$ cat src/rtl/uart_rx_fifo_pkg.sv
// Shared defaults for the UART receive buffer: byte width, FIFO geometry and error counter width.
package uart_rx_fifo_pkg;

  localparam int DEF_DATA_WIDTH    = 8;
  localparam int DEF_FIFO_DEPTH    = 8;
  localparam int DEF_ADDR_WIDTH    = 3;
  localparam int DEF_ERR_CNT_WIDTH = 8;

endpackage : uart_rx_fifo_pkg

$ cat src/rtl/uart_rx_fifo_mem.sv
// Simple dual-port register array: synchronous write, asynchronous read for first-word-fall-through.
module uart_rx_fifo_mem
  import uart_rx_fifo_pkg::*;
#(
  parameter int DATA_WIDTH = DEF_DATA_WIDTH,
  parameter int DEPTH      = DEF_FIFO_DEPTH,
  parameter int AW         = DEF_ADDR_WIDTH
) (
  input  logic                  clk_i,
  input  logic                  we_i,
  input  logic [AW-1:0]         waddr_i,
  input  logic [DATA_WIDTH-1:0] wdata_i,
  input  logic [AW-1:0]         raddr_i,
  output logic [DATA_WIDTH-1:0] rdata_o
);

  logic [DATA_WIDTH-1:0] mem_q [DEPTH];

  // NOTE: the storage array has no reset; occupancy comes from the pointers, so stale contents are never visible.
  always_ff @(posedge clk_i) begin
    if (we_i) begin
      mem_q[waddr_i] <= wdata_i;
    end
  end

  assign rdata_o = mem_q[raddr_i];

endmodule : uart_rx_fifo_mem

$ cat src/rtl/uart_rx_fifo.sv
// Receive-side FWFT byte FIFO behind the UART RX FSM, with sticky error flags and saturating error counters.
module uart_rx_fifo
  import uart_rx_fifo_pkg::*;
#(
  parameter int Out_Data_width = DEF_DATA_WIDTH,
  parameter int FIFO_DEPTH     = DEF_FIFO_DEPTH,
  parameter int ADDR_WIDTH     = DEF_ADDR_WIDTH,
  parameter int ERR_CNT_WIDTH  = DEF_ERR_CNT_WIDTH
) (
  input  logic                      CLK,
  input  logic                      RST,
  input  logic [Out_Data_width-1:0] P_DATA,
  input  logic                      Data_Valid,
  input  logic                      par_err,
  input  logic                      stp_err,
  input  logic                      FLUSH,
  input  logic                      CLR_ERR,
  output logic [Out_Data_width-1:0] RD_DATA,
  output logic                      RD_VALID,
  input  logic                      RD_READY,
  output logic                      FULL,
  output logic [ADDR_WIDTH:0]       LEVEL,
  output logic                      OVF_FLAG,
  output logic                      PAR_FLAG,
  output logic                      STP_FLAG,
  output logic [ERR_CNT_WIDTH-1:0]  PAR_CNT,
  output logic [ERR_CNT_WIDTH-1:0]  STP_CNT,
  output logic [ERR_CNT_WIDTH-1:0]  OVF_CNT
);

  logic [ADDR_WIDTH:0]      wptr_q, wptr_d, rptr_q, rptr_d, level_q, level_d;
  logic                     ovf_flag_q, ovf_flag_d, par_flag_q, par_flag_d, stp_flag_q, stp_flag_d;
  logic [ERR_CNT_WIDTH-1:0] ovf_cnt_q, ovf_cnt_d, par_cnt_q, par_cnt_d, stp_cnt_q, stp_cnt_d;
  logic                     empty, full, pop, push, ovf;

  // A new event in the clearing cycle restarts its counter at 1 rather than 0.
  function automatic logic [ERR_CNT_WIDTH-1:0] cnt_next(input logic                     ev,
                                                        input logic                     clr,
                                                        input logic [ERR_CNT_WIDTH-1:0] cnt);
    if (ev && clr)   return ERR_CNT_WIDTH'(1);
    else if (ev)     return (&cnt) ? cnt : cnt + ERR_CNT_WIDTH'(1);
    else if (clr)    return '0;
    else             return cnt;
  endfunction

  assign empty = (wptr_q == rptr_q);
  assign full  = (wptr_q[ADDR_WIDTH-1:0] == rptr_q[ADDR_WIDTH-1:0]) &&
                 (wptr_q[ADDR_WIDTH] != rptr_q[ADDR_WIDTH]);

  // A flush discards both the incoming byte and any pop requested in the same cycle.
  assign pop  = !empty && RD_READY && !FLUSH;
  assign push = Data_Valid && !FLUSH && (!full || pop);
  assign ovf  = Data_Valid && !FLUSH && full && !pop;

  // NOTE: every variable driven here gets a default at the top, so no path can infer a latch.
  always_comb begin
    wptr_d = wptr_q;
    rptr_d = rptr_q;
    if (push) wptr_d = wptr_q + (ADDR_WIDTH+1)'(1);
    if (FLUSH)    rptr_d = wptr_q;
    else if (pop) rptr_d = rptr_q + (ADDR_WIDTH+1)'(1);
    level_d = wptr_d - rptr_d;

    par_flag_d = par_err | (par_flag_q & ~CLR_ERR);
    stp_flag_d = stp_err | (stp_flag_q & ~CLR_ERR);
    ovf_flag_d = ovf     | (ovf_flag_q & ~CLR_ERR);
    par_cnt_d  = cnt_next(par_err, CLR_ERR, par_cnt_q);
    stp_cnt_d  = cnt_next(stp_err, CLR_ERR, stp_cnt_q);
    ovf_cnt_d  = cnt_next(ovf,     CLR_ERR, ovf_cnt_q);
  end

  // NOTE: state registers use non-blocking assignments so every flop samples pre-edge values.
  always_ff @(posedge CLK or posedge RST) begin
    if (RST) begin
      wptr_q     <= '0;
      rptr_q     <= '0;
      level_q    <= '0;
      par_flag_q <= 1'b0;
      stp_flag_q <= 1'b0;
      ovf_flag_q <= 1'b0;
      par_cnt_q  <= '0;
      stp_cnt_q  <= '0;
      ovf_cnt_q  <= '0;
    end else begin
      wptr_q     <= wptr_d;
      rptr_q     <= rptr_d;
      level_q    <= level_d;
      par_flag_q <= par_flag_d;
      stp_flag_q <= stp_flag_d;
      ovf_flag_q <= ovf_flag_d;
      par_cnt_q  <= par_cnt_d;
      stp_cnt_q  <= stp_cnt_d;
      ovf_cnt_q  <= ovf_cnt_d;
    end
  end

  uart_rx_fifo_mem #(
    .DATA_WIDTH (Out_Data_width),
    .DEPTH      (FIFO_DEPTH),
    .AW         (ADDR_WIDTH)
  ) u_mem (
    .clk_i   (CLK),
    .we_i    (push),
    .waddr_i (wptr_q[ADDR_WIDTH-1:0]),
    .wdata_i (P_DATA),
    .raddr_i (rptr_q[ADDR_WIDTH-1:0]),
    .rdata_o (RD_DATA)
  );

  assign RD_VALID = !empty;
  assign FULL     = full;
  assign LEVEL    = level_q;
  assign OVF_FLAG = ovf_flag_q;
  assign PAR_FLAG = par_flag_q;
  assign STP_FLAG = stp_flag_q;
  assign PAR_CNT  = par_cnt_q;
  assign STP_CNT  = stp_cnt_q;
  assign OVF_CNT  = ovf_cnt_q;

endmodule : uart_rx_fifo
$ cat config.mk
export PLATFORM = sky130hd
export DESIGN_NAME = uart_rx_fifo
export DESIGN_NICKNAME = d
export VERILOG_FILES = /design/src/rtl/uart_rx_fifo_pkg.sv /design/src/rtl/uart_rx_fifo_mem.sv /design/src/rtl/uart_rx_fifo.sv
export SDC_FILE = /design/constraint.sdc
export NUM_CORES = 1
export LEC_CHECK = 0
export ABC_AREA = 1
export CORE_MARGIN = 5
export CORE_UTILIZATION = 40
export DETAILED_ROUTE_END_ITERATION = 6
export HOLD_SLACK_MARGIN = 0.02
export MAX_ROUTING_LAYER = met4
export PLACE_DENSITY_LB_ADDON = 0.25
export SLEW_MARGIN = 20
export SYNTH_ARGS = -nofsm -noshare
export SYNTH_HDL_FRONTEND = slang
export SYNTH_SLANG_ARGS = --single-unit
$ cat constraint.sdc
create_clock -name CLK -period 6.2 [get_ports CLK]
set_input_delay 0.93 -clock CLK [delete_from_list [all_inputs] [get_ports CLK]]
set_output_delay 0.93 -clock CLK [all_outputs]
set_load 0.02 [all_outputs]
==> results.sh, run 1 <==
export IMPL_stdcell_area_mm2=0.00573
export IMPL_fin_crit_sh_pct=59.1
export IMPL_synthTopCellsByArea="edfxtp_1, dfrtp_1, nor2_1"
export IMPL_cp_end_kind="output pin"
export IMPL_finalSetupTns_ns=0
export IMPL_setup_violations=0
export IMPL_core_area_mm2=0.0115
export IMPL_grt_pass1_wl_um=17100
export IMPL_power_mw=2.26
export IMPL_drc=0
export IMPL_drive_gt1_share_pct=8.05
export IMPL_p_leak_nw=2.30
export IMPL_finClkSkew_ns=0.0128
export IMPL_synth_edff_count=64
export IMPL_hold_path_class="flop to flop"
export IMPL_synth_ff_type="edfxtp_1"
export IMPL_startpoint="rptr_q[0]"
export IMPL_cts_buffers=9
export IMPL_first_iter_violations=296
export IMPL_cts_resized=0
export IMPL_required_ns=5.27
export IMPL_antenna_found_initial=0
export IMPL_overflow=0
export IMPL_cp_arrival_ns=2.73
export IMPL_drt_first_pass_iters=4
export IMPL_cts_tree="done"
export IMPL_n_antenna_cell=0
export IMPL_seqCellArea_mm2=0.00290
export IMPL_grt_met1_usage_pct=18.9
export IMPL_yosysWarningCount=0
export IMPL_period_minus_slack_ns=3.66
export IMPL_rsz0062_at_grt="false"
export IMPL_cts_htree_levels=3
export IMPL_dp_final_hpwl_um=6970
export IMPL_crit_path_start_kind="flop"
export IMPL_clock_sinks=103
export IMPL_synth_area_leader_cell="edfxtp_1"
export IMPL_totalWireLength_um=10300
export IMPL_synthesis_nets=499
export IMPL_avgSynthCellArea_um2=10.0
export IMPL_place_congestion=0.837
export IMPL_path_clk_slew_ns=0.07
export IMPL_crit_type="flop to output pin"
export IMPL_start_util_pct=41.2
export IMPL_dp_cells=661
export IMPL_stdcell_count=677
export IMPL_power_density_mw_per_mm2=395
export IMPL_clock_latency_ns=0.34
export IMPL_ys_seq_area_share_pct=61.1
export IMPL_outcome="finished clean"
export IMPL_synthArstFlopShare_pct=37.9
export IMPL_port_buffers=56
export IMPL_maxCapViolCount=0
export IMPL_avgRoutedWirePerCell_um=15.2
export IMPL_mostFrequentLayoutCell="nor2_1"
export IMPL_postCtsSetupBuffers=0
export IMPL_fp_dieArea_mm2=0.0141
export IMPL_grt_busiest_layer="met2"
export IMPL_hold_path_startpoint="PAR_FLAG"
export IMPL_relSlewSlack_pct=31.3
export IMPL_r2r_start="rptr_q[0]"
export IMPL_fmax_mhz=273
export IMPL_yosysUniqueCellTypes=38
export IMPL_drv_slew=0
export IMPL_fin_nets=554
export IMPL_ant_nets=0
export IMPL_grt_max_degree=40
export IMPL_netlist_area_mm2=0.00475
export IMPL_gr_usage_met3_pct=3.08
export IMPL_ctsHoldBuffers=0
export IMPL_rows=39
export IMPL_groute_usage_overall_pct=15.3
export IMPL_worst_pin_slew_ns=1.03
export IMPL_die_w_um=119
export IMPL_fillers=1082
export IMPL_placed_area_mm2=0.00544
export IMPL_syn_to_final_growth_pct=20.7
export IMPL_final_core_util_pct=49.7
export IMPL_met2_usage_pct=25.8
export IMPL_multiInputGateArea_mm2=0.00161
export IMPL_io_pins=57
export IMPL_vias_per_cell=5.13
export IMPL_reg2reg_slack_ns=3.02
export IMPL_cts_buffer_depth=2
export IMPL_grt_pass1_vias=3552
export IMPL_netlist_instances=474
export IMPL_die_h_um=119
export IMPL_ys_seq_elements=103
export IMPL_hold_viol=0
export IMPL_mostFrequentLayoutCells="nor2_1, nand2_1, edfxtp_1"
export IMPL_synth_top_area_share_pct=40.5
export IMPL_cts_root_buf="clkbuf_16"
export IMPL_crit_path_max_fanout=34
export IMPL_vias=3472
export IMPL_ir_worst_vdd_mv=0.147
-- flip-flops by register name, indices dropped and copies added, names as in the netlist --
name,flops
u_mem.mem_q,64
STP_FLAG,1
PAR_FLAG,1
STP_CNT,8
wptr_q,4
rptr_q,4
OVF_FLAG,1
LEVEL,4
OVF_CNT,8
PAR_CNT,8
-- per-stage QoR --
stage / setup WS [ns] / hold slack (ns)
after global routing: 2.29 / 0.525
final: 2.54 / 0.477
after detailed placement: 2.75 / 0.462
after floorplan: 3.70 / 0.540
after global placement: 2.81 / 0.458
after CTS: 2.48 / 0.485
-- synthesized netlist by cell type (2+ instances only) --
library cell	count
nor3_1	3
xor2_1	8
o21ai_0	46
o22ai_1	8
inv_1	37
a21oi_1	8
dfrtp_1	39
nor2_1	85
nand3_1	21
inv_2	7
nand4_1	6
nand2_2	8
nand2_1	75
nor2_4	2
edfxtp_1	64
clkbuf_1	11
a32o_1	2
buf_4	2
o211ai_1	2
a31oi_1	9
nand3b_1	2
ha_1	8
o21a_1	6
-- path summary, 6_finish.rpt --
kind / depth (start not counted) / endpoint
max in group asynchronous: 3 / rptr_q[2]
worst min register to register: 2 / PAR_FLAG
worst min-delay path: 2 / PAR_FLAG
worst max register to register: 17 / LEVEL[3]
worst max-delay path: 7 / RD_DATA[0]
min in group asynchronous: 3 / STP_CNT[6]
-- layer usage --
metal,routed length (µm),share of wire (%)
met5,0,0
met4,122,1.2
met3,406,3.9
met2,5080,49
met1,4680,46
-- power breakdown --
group / switching (mW) / total, mW / internal (mW)
Sequential: 0.0742 / 0.886 / 0.812
Combinational: 0.513 / 0.832 / 0.318
Clock: 0.241 / 0.544 / 0.303
Total: 0.829 / 2.26 / 1.43
-- critical path, stage by stage, from the launching register on --
cell and delay [ns]:
dfrtp_1 0.60, buf_4 0.32, inv_4 0.26, o21ai_0 0.12, o22ai_1 0.16, nor2_1 0.06, a31oi_1 0.21, clkdlybuf4s50_1 0.64
-- final cells by class --
cell class / instances / share of cell area, %
timing repair buffer: 58 / 10.1
sequential: 103 / 50.6
tap: 143 / 3.12
clock buffer: 13 / 4.61
clock inverter: 3 / 0.415
inverter: 46 / 3.08
multi-input combinational: 311 / 28.1
-- cell families (layout without fill, tap and decap cells) --
group,count (synthesis),after routing,share of synthesized area [%]
DFF,103,103,61.1
adders and majority gates,9,9,2.53
xor gates and xnor gates,9,9,1.66
and+or+nand+nor,207,207,18.9
AOI/OAI and AO/OA,86,86,10.9
buffers and inverters,60,120,5.01
Power figures use the tool's default switching activity.
==> inputs of run 2 (changes only) <==
Clock period 6.2 ns to 2.95 ns, I/O delays scaled along.
==> results.sh, run 2 (synthesis results as in run 1) <==
export IMPL_ant_nets=0
export IMPL_drv_slew=0
export IMPL_avgRoutedWirePerCell_um=15.0
export IMPL_cts_tree="done"
export IMPL_min_path_cells=2
export IMPL_vias_per_cell=5.01
export IMPL_n_antenna_cell=0
export IMPL_port_buffers=56
export IMPL_rsz0062_at_grt="false"
export IMPL_fin_crit_sh_pct=93.0
export IMPL_stdcell_count=691
export IMPL_relSlewSlack_pct=62.9
export IMPL_regMostFlops="u_mem.mem_q"
export IMPL_first_iter_violations=192
export IMPL_maxCapViolCount=0
export IMPL_clock_sinks=103
export IMPL_r2r_cells=16
export IMPL_ir_worst_vdd_mv=0.372
export IMPL_core_area_mm2=0.0115
export IMPL_fin_nets=568
export IMPL_worst_pin_slew_ns=0.556
export IMPL_finalSetupTns_ns=0
export IMPL_io_pins=57
export IMPL_setup_violations=0
export IMPL_p_leak_nw=2.37
export IMPL_largest_reg_flops=64
export IMPL_overflow=0
export IMPL_crit_path_start_kind="flop"
export IMPL_die_h_um=119
export IMPL_finClkSkew_ns=0.00972
export IMPL_clock_latency_ns=0.35
export IMPL_cts_buffers=9
export IMPL_reg2reg_slack_ns=0.38
export IMPL_grt_pass1_vias=3411
export IMPL_grt_pass1_wl_um=17500
export IMPL_required_ns=2.51
export IMPL_dp_final_hpwl_um=6950
export IMPL_mostFrequentLayoutCell="nor2_1"
export IMPL_grt_max_degree=40
export IMPL_crit_type="flop to output pin"
export IMPL_start_util_pct=41.2
export IMPL_die_w_um=119
export IMPL_crit_path_max_fanout=32
export IMPL_cts_buffer_depth=2
export IMPL_cts_root_buf="clkbuf_16"
export IMPL_cp_arrival_ns=2.30
export IMPL_fmax_mhz=365
export IMPL_groute_usage_overall_pct=16.2
export IMPL_rows=39
export IMPL_antenna_found_initial=0
export IMPL_vias=3463
export IMPL_postCtsSetupBuffers=0
export IMPL_syn_to_final_growth_pct=22.9
export IMPL_place_congestion=0.808
export IMPL_cts_htree_levels=3
export IMPL_drt_first_pass_iters=4
export IMPL_totalWireLength_um=10400
export IMPL_cp_end_kind="output pin"
export IMPL_drive_gt1_share_pct=10.2
export IMPL_outcome="finished clean"
export IMPL_mostFrequentLayoutCells="nor2_1, nand2_1, edfxtp_1"
export IMPL_drc=0
export IMPL_power_density_mw_per_mm2=826
export IMPL_hold_path_class="flop to flop"
export IMPL_fp_dieArea_mm2=0.0141
export IMPL_path_clk_slew_ns=0.07
export IMPL_period_minus_slack_ns=2.74
export IMPL_dp_cells=675
export IMPL_hold_viol=0
-- run 2: cell count changes in the layout (fill, tap and decap cells not counted) --
cell and delta:
clkinv_1 +1, inv_4 -1, buf_6 +2, inv_6 +2, clkbuf_16 -1, inv_8 +1
buf_4 +12, clkbuf_2 -2
-- run 2: per-stage QoR --
stage                     instance area (µm²)  hold WS (ns)  utilization [%]  power, mW  setup WS [ns]
after global placement                   5540         0.464             48.1       3.69          0.262
final                                    5830         0.484             50.6       4.82          0.207
after detailed placement                 5540         0.466             48.1       3.72          0.192
after CTS                                5820         0.489             50.6       4.86         0.0983
after global routing                     5830         0.519             50.6       5.16         0.0312
after floorplan                          4750         0.535                -       3.05          0.764
-- run 2: worst paths after layout --
path | startpoint | end
worst max-delay path | rptr_q[0] | RD_DATA[4]
worst min-delay path | PAR_FLAG | PAR_FLAG
worst max register to register | rptr_q[0] | LEVEL[3]
worst min register to register | PAR_FLAG | PAR_FLAG
max in group asynchronous | RST | rptr_q[3]
min in group asynchronous | RST | OVF_CNT[7]
-- run 2: layout make-up --
type | instances | area [µm²]
clock buffer | 10 | 229
inverter | 46 | 176
multi-input combinational | 311 | 1610
timing repair buffer | 72 | 688
fill | 1047 | 5690
clock inverter | 6 | 50.0
sequential | 103 | 2900
tap | 143 | 179
-- run 2: critical path: stages, from the launching register on --
cell and delay, ns:
dfrtp_1 0.48, buf_6 0.30, o21ai_0 0.14, o22ai_1 0.17, nor2_1 0.06, a31oi_1 0.17, clkdlybuf4s50_1 0.63
-- run 2: repair_timing --
action | 4_1_cts | 5_1_grt
hold buffers | 0 | 0
resized for setup | 0 | 2
setup endpoints to repair | 0 | 4
-- run 2: power by group --
part           internal, mW  leakage (nW)  switching, mW
clock                 0.587         0.137          0.544
combinational         0.724          1.15           1.15
sequential             1.71          1.08          0.109
-- run 2: per-layer routing --
metal | part of all wire (%) | GRT usage (%) | vias to the layer above | wire length (µm)
met4 | 1.4 | 5.07 | 0 | 144
met3 | 3.2 | 3.98 | 9 | 332
li1 | - | - | 1747 | -
met1 | 47 | 21.6 | 1644 | 4880
met5 | 0 | - | - | 0
met2 | 48 | 24.7 | 63 | 5030
